===== src/rtl/uart_hex_byte_sender.sv =====
// uart_hex_byte_sender: formats one byte as two uppercase ASCII hex digits
// followed by CR LF and shifts the four characters out as 8N1 UART frames.
module uart_hex_byte_sender #(
  parameter int unsigned CLKS_PER_BIT = 5208,
  parameter int unsigned PAYLOAD_BITS = 8
) (
  input  logic       clk,
  input  logic       rst,
  input  logic       send_en,
  input  logic [7:0] send_data,
  output logic       uart_txd,
  output logic       busy,
  output logic       done
);

  localparam int unsigned CNT_W  = (CLKS_PER_BIT > 1) ? $clog2(CLKS_PER_BIT) : 1;
  localparam int unsigned BIT_W  = $clog2(PAYLOAD_BITS);
  localparam int unsigned CHAR_W = 2;

  localparam logic [CNT_W-1:0]  BAUD_MAX  = CNT_W'(CLKS_PER_BIT - 1);
  localparam logic [BIT_W-1:0]  LAST_BIT  = BIT_W'(PAYLOAD_BITS - 1);
  localparam logic [CHAR_W-1:0] LAST_CHAR = CHAR_W'(3);

  typedef enum logic [1:0] {
    IDLE  = 2'd0,
    START = 2'd1,
    DATA  = 2'd2,
    STOP  = 2'd3
  } state_t;

  state_t                   state;
  logic [CNT_W-1:0]         baud_cnt;
  logic [BIT_W-1:0]         bit_idx;
  logic [CHAR_W-1:0]        char_idx;
  logic [7:0]               data_q;
  logic [PAYLOAD_BITS-1:0]  cur_char;
  logic [BIT_W-1:0]         nxt_bit;
  logic                     bit_end;

  // Nibble to uppercase ASCII hex digit.
  function automatic logic [7:0] hex_ascii(input logic [3:0] nib);
    if (nib < 4'd10) begin
      return 8'h30 + {4'h0, nib};
    end
    return 8'h37 + {4'h0, nib};
  endfunction

  // Character currently being framed, always derived from the latched byte.
  always_comb begin
    cur_char = '0;
    case (char_idx)
      2'd0:    cur_char = PAYLOAD_BITS'(hex_ascii(data_q[7:4]));
      2'd1:    cur_char = PAYLOAD_BITS'(hex_ascii(data_q[3:0]));
      2'd2:    cur_char = PAYLOAD_BITS'(8'h0D);
      default: cur_char = PAYLOAD_BITS'(8'h0A);
    endcase
  end

  // Bit-boundary strobe and next data bit index.
  always_comb begin
    bit_end = (baud_cnt == BAUD_MAX);
    nxt_bit = bit_idx + BIT_W'(1);
  end

  // Sequencer: baud timing, frame serialization and character stepping;
  // uart_txd is loaded only at bit boundaries so the line never glitches.
  always_ff @(posedge clk) begin
    if (rst) begin
      state    <= IDLE;
      baud_cnt <= '0;
      bit_idx  <= '0;
      char_idx <= '0;
      data_q   <= '0;
      uart_txd <= 1'b1;
      busy     <= 1'b0;
      done     <= 1'b0;
    end else begin
      done <= 1'b0;
      case (state)
        IDLE: begin
          baud_cnt <= '0;
          uart_txd <= 1'b1;
          if (send_en) begin
            data_q   <= send_data;
            char_idx <= '0;
            bit_idx  <= '0;
            uart_txd <= 1'b0;
            busy     <= 1'b1;
            state    <= START;
          end
        end

        START: begin
          if (bit_end) begin
            baud_cnt <= '0;
            bit_idx  <= '0;
            uart_txd <= cur_char[0];
            state    <= DATA;
          end else begin
            baud_cnt <= baud_cnt + CNT_W'(1);
          end
        end

        DATA: begin
          if (bit_end) begin
            baud_cnt <= '0;
            if (bit_idx == LAST_BIT) begin
              uart_txd <= 1'b1;
              state    <= STOP;
            end else begin
              bit_idx  <= nxt_bit;
              uart_txd <= cur_char[nxt_bit];
            end
          end else begin
            baud_cnt <= baud_cnt + CNT_W'(1);
          end
        end

        STOP: begin
          if (bit_end) begin
            baud_cnt <= '0;
            if (char_idx == LAST_CHAR) begin
              uart_txd <= 1'b1;
              busy     <= 1'b0;
              done     <= 1'b1;
              state    <= IDLE;
            end else begin
              char_idx <= char_idx + CHAR_W'(1);
              uart_txd <= 1'b0;
              state    <= START;
            end
          end else begin
            baud_cnt <= baud_cnt + CNT_W'(1);
          end
        end

        default: begin
          uart_txd <= 1'b1;
          busy     <= 1'b0;
          state    <= IDLE;
        end
      endcase
    end
  end

endmodule

===== config.mk =====
export PLATFORM = sky130hd
export DESIGN_NAME = uart_hex_byte_sender
export DESIGN_NICKNAME = d
export VERILOG_FILES = /design/src/rtl/uart_hex_byte_sender.sv
export SDC_FILE = /design/constraint.sdc
export NUM_CORES = 1
export LEC_CHECK = 0
export CAP_MARGIN = 15
export CORE_MARGIN = 2
export CORE_UTILIZATION = 25
export DETAILED_ROUTE_END_ITERATION = 12
export GPL_TIMING_DRIVEN = 0
export PLACE_DENSITY_LB_ADDON = 0.12
export SETUP_SLACK_MARGIN = 0.02
export SYNTH_ARGS = -nofsm -noshare
export SYNTH_HDL_FRONTEND = slang
export SYNTH_SLANG_ARGS = --single-unit

===== constraint.sdc =====
create_clock -name clk -period 2.3 [get_ports clk]
set_clock_uncertainty 0.2 [all_clocks]
set_input_delay 0.23 -clock clk [delete_from_list [all_inputs] [get_ports clk]]
set_output_delay 0.23 -clock clk [all_outputs]
set_load 0.005 [all_outputs]

==> flow_summary.json <==
{
  "synth_cells": 222,
  "cap_viol_max_count": 0,
  "postLayoutCellArea_um2": 2213,
  "dieArea_um2": 7854,
  "layout-drive-gt1-share_pct": 12.55,
  "postRouteAntennaNets": 0,
  "cts-hold-fix-buffers": 0,
  "power.density_nw_per_um2": 864.5,
  "grt_pass1_vias": 1503,
  "syn2layout_area_growth_pct": 23.62,
  "grt_use_met1_pct": 14.12,
  "grt_pass1_wl_um": 6851,
  "final-seq-area_um2": 629.4,
  "setup_violations": 1,
  "syn-cell-area_um2": 1790,
  "crit_fanout": 7,
  "post_dp_cell_area_um2": 2046,
  "n_antenna_cell": 0,
  "routedWlPerCell_um": 11.55,
  "cts_tree": "done",
  "dominantRegCellSynth": "dfxtp_1",
  "peakVddDrop_uv": 259.8,
  "grt_usage_pct": 11.33,
  "clock-root-buffer": "clkbuf_8",
  "min_period_over_period_pct": 102.8,
  "clkTransAtPathRegs_ps": 70,
  "drt_iter0_markers": 28,
  "path_class": "reg2reg",
  "end_kind": "flip-flop",
  "synth_edf_count": 0,
  "synth_cell_types": 42,
  "synth_fp_nets": 246,
  "yosysTopAreaCellShare_pct": 34.66,
  "slew_violations": 0,
  "met2_usage_pct": 18.66,
  "synth_top_area_cell": "dfxtp_1",
  "finalSetupTns_ps": -64.02,
  "crit_path_max_incr_delay_ps": 540,
  "fin_util_pct": 32.22,
  "tightest_slew_ps": 554.4,
  "io_pins": 14,
  "core_um2": 6869,
  "multi_input_area_um2": 1096,
  "start_kind": "flip-flop",
  "crit_chain": "or4b_4 -> nor3_4 -> buf_6 -> a21oi_2 -> or3_4 -> or3b_1 -> a21oi_2",
  "fillers": 738,
  "critPathBufInv": 1,
  "fmax_ghz": 0.4230,
  "synth-seq-cells": 31,
  "violations": "negative setup slack",
  "viasPerCell": 4.496,
  "nNetsFinal": 270,
  "rsz0062_at_grt": "true",
  "worst_path_most_repeated_cell": "a21oi_2",
  "ys_async_sr_fraction_pct": 0,
  "cp_slowest_cell": "or4b_4",
  "hold_class": "reg2reg",
  "drt_first_pass_iters": 4,
  "top_usage_layer": "met2",
  "drc": 0,
  "start_util_pct": 26.07,
  "seq_area_frac_synth_pct": 34.66,
  "numCtsBuffers": 5,
  "grt_antenna_before_repair": 0,
  "clock_latency_ps": 280,
  "grt-ovfl-total": 0,
  "setup_ws_ps": -64.02,
  "p_leak_uw": 0.0008370,
  "dpl.hpwl_um": 2927,
  "cp_data_required_time_ps": 2320,
  "crit_family": "simple AND/OR/NAND/NOR gates",
  "die_h_um": 88.63,
  "clockBufferDepth": 2,
  "synthTopCellsByArea": "dfxtp_1 (35%), ha_1 (9.1%), nand2_1 (6.5%)",
  "htreeDepth": 2,
  "yosys_warnings": 0,
  "finalWeightedCongestion": 0.7600,
  "timing.slew.headroom_pct": 63.04,
  "status": "finished, violations left",
  "post-place-ws_ps": -202.2,
  "die_w_um": 88.63,
  "placement.io_buffers": 13,
  "num_vias": 1542,
  "hold_viol": 0,
  "synth.avg_cell_area_um2": 8.065,
  "fin_crit_ps": 2364,
  "wirelength_um": 3961,
  "cts.sinks": 31,
  "fp-row-count": 30,
  "ys_top_cells_by_count": "dfxtp_1 (31), nand2_1 (31), nor2_1 (25)",
  "grt_max_degree": 11,
  "grt_use_met3_pct": 2.892,
  "crit_arrival_ps": 2380
}
-- routing by layer --
metal | wire [um] | up-vias
li1 | - | 815
met1 | 1900 | 700
met2 | 1861 | 19
met3 | 120 | 8
met4 | 78 | 0
met5 | 0 | -
-- stage by stage --
| stage | hold slack, ps | power [uW] | instances |
|---|---|---|---|
| floorplan | 166.0 | 1171 | 222 |
| detailed placement | 253.4 | 1351 | 331 |
| global route | 287.5 | 2060 | 343 |
| global placement | 250.5 | 1359 | 331 |
| finish | 261.2 | 1914 | 343 |
| CTS | 263.5 | 1942 | 344 |
-- registers in the layout, summed over array words and instances, names as in the netlist --
register,flops
data_q,8
bit_idx,3
busy,1
char_idx,2
uart_txd,1
state,2
baud_cnt,13
done,1
-- cell usage in the layout, fill, tap and decap left out, drive strengths merged, types with 2 or more instances in the layout --
| cell | instances |
|---|---|
| and4b | 2 |
| nand2 | 31 |
| clkdlybuf4s50 | 13 |
| xnor2 | 7 |
| or3 | 2 |
| a21oi | 19 |
| o221ai | 2 |
| xor2 | 6 |
| or4b | 2 |
| a221oi | 2 |
| nand3 | 13 |
| nor3 | 5 |
| nor2b | 3 |
| mux2 | 3 |
| nor3b | 2 |
| buf | 7 |
| a211oi | 4 |
| o21ai | 7 |
| and3 | 3 |
| a31oi | 2 |
| ha | 13 |
| and2 | 2 |
| nor2 | 25 |
| a21o | 2 |
| inv | 14 |
| nand2b | 2 |
| dfxtp | 31 |
| clkbuf | 10 |
| mux2i | 3 |
-- layout make-up --
| cell class | count | area share [%] |
|---|---|---|
| Sequential cell | 31 | 28.43 |
| Clock inverter | 2 | 1.583 |
| Clock buffer | 6 | 3.731 |
| Inverter | 14 | 2.374 |
| Timing Repair Buffer | 18 | 7.744 |
| Multi-Input combinational cell | 170 | 49.52 |
| Buffer | 6 | 1.187 |
| Tap cell | 96 | 5.427 |
-- worst paths after layout --
check / start / to / slack, ps / cells after the start
max: baud_cnt[3]$_SDFF_PP0_ / bit_idx[0]$_SDFFE_PP0P_ / -60 / 7
min: bit_idx[1]$_SDFFE_PP0P_ / bit_idx[1]$_SDFFE_PP0P_ / 260 / 2
max reg2reg: baud_cnt[3]$_SDFF_PP0_ / bit_idx[0]$_SDFFE_PP0P_ / -60 / 7
min reg2reg: bit_idx[1]$_SDFFE_PP0P_ / bit_idx[1]$_SDFFE_PP0P_ / 260 / 2
-- worst min-delay path: cells and delay by family (launching register included) --
kind	cells	cell delay, ps
flip-flops	1	320
AO/OA/AOI/OAI	1	50
AND/OR/NAND/NOR	1	50
-- cells by family after synthesis --
group | after synthesis | synth area share [%]
multiplexers | 6 | 3.564
flip-flops | 31 | 34.66
AND/OR/NAND/NOR | 98 | 27.88
AO/OA/AOI/OAI | 40 | 13.84
buffers and inverters | 21 | 4.612
XOR/XNOR | 13 | 6.359
adder cells (fa/ha/maj) | 13 | 9.085
-- timing repair --
| action | 4_1_cts | 5_1_grt |
|---|---|---|
| endpoints found under the setup margin | 16 | 6 |
| endpoints found under the hold margin | 0 | 0 |
| resized for setup | 4 | 4 |
| setup buffers | 5 | 0 |
| pin swaps | 3 | 1 |
| gates cloned | 0 | 0 |
-- power by group --
part	switching, uW	internal, uW	total [uW]
combinational	361	317	678
sequential	73.8	601	675
clock	210	350	560
total	645	1270	1910
Power figures use the tool's default switching activity.
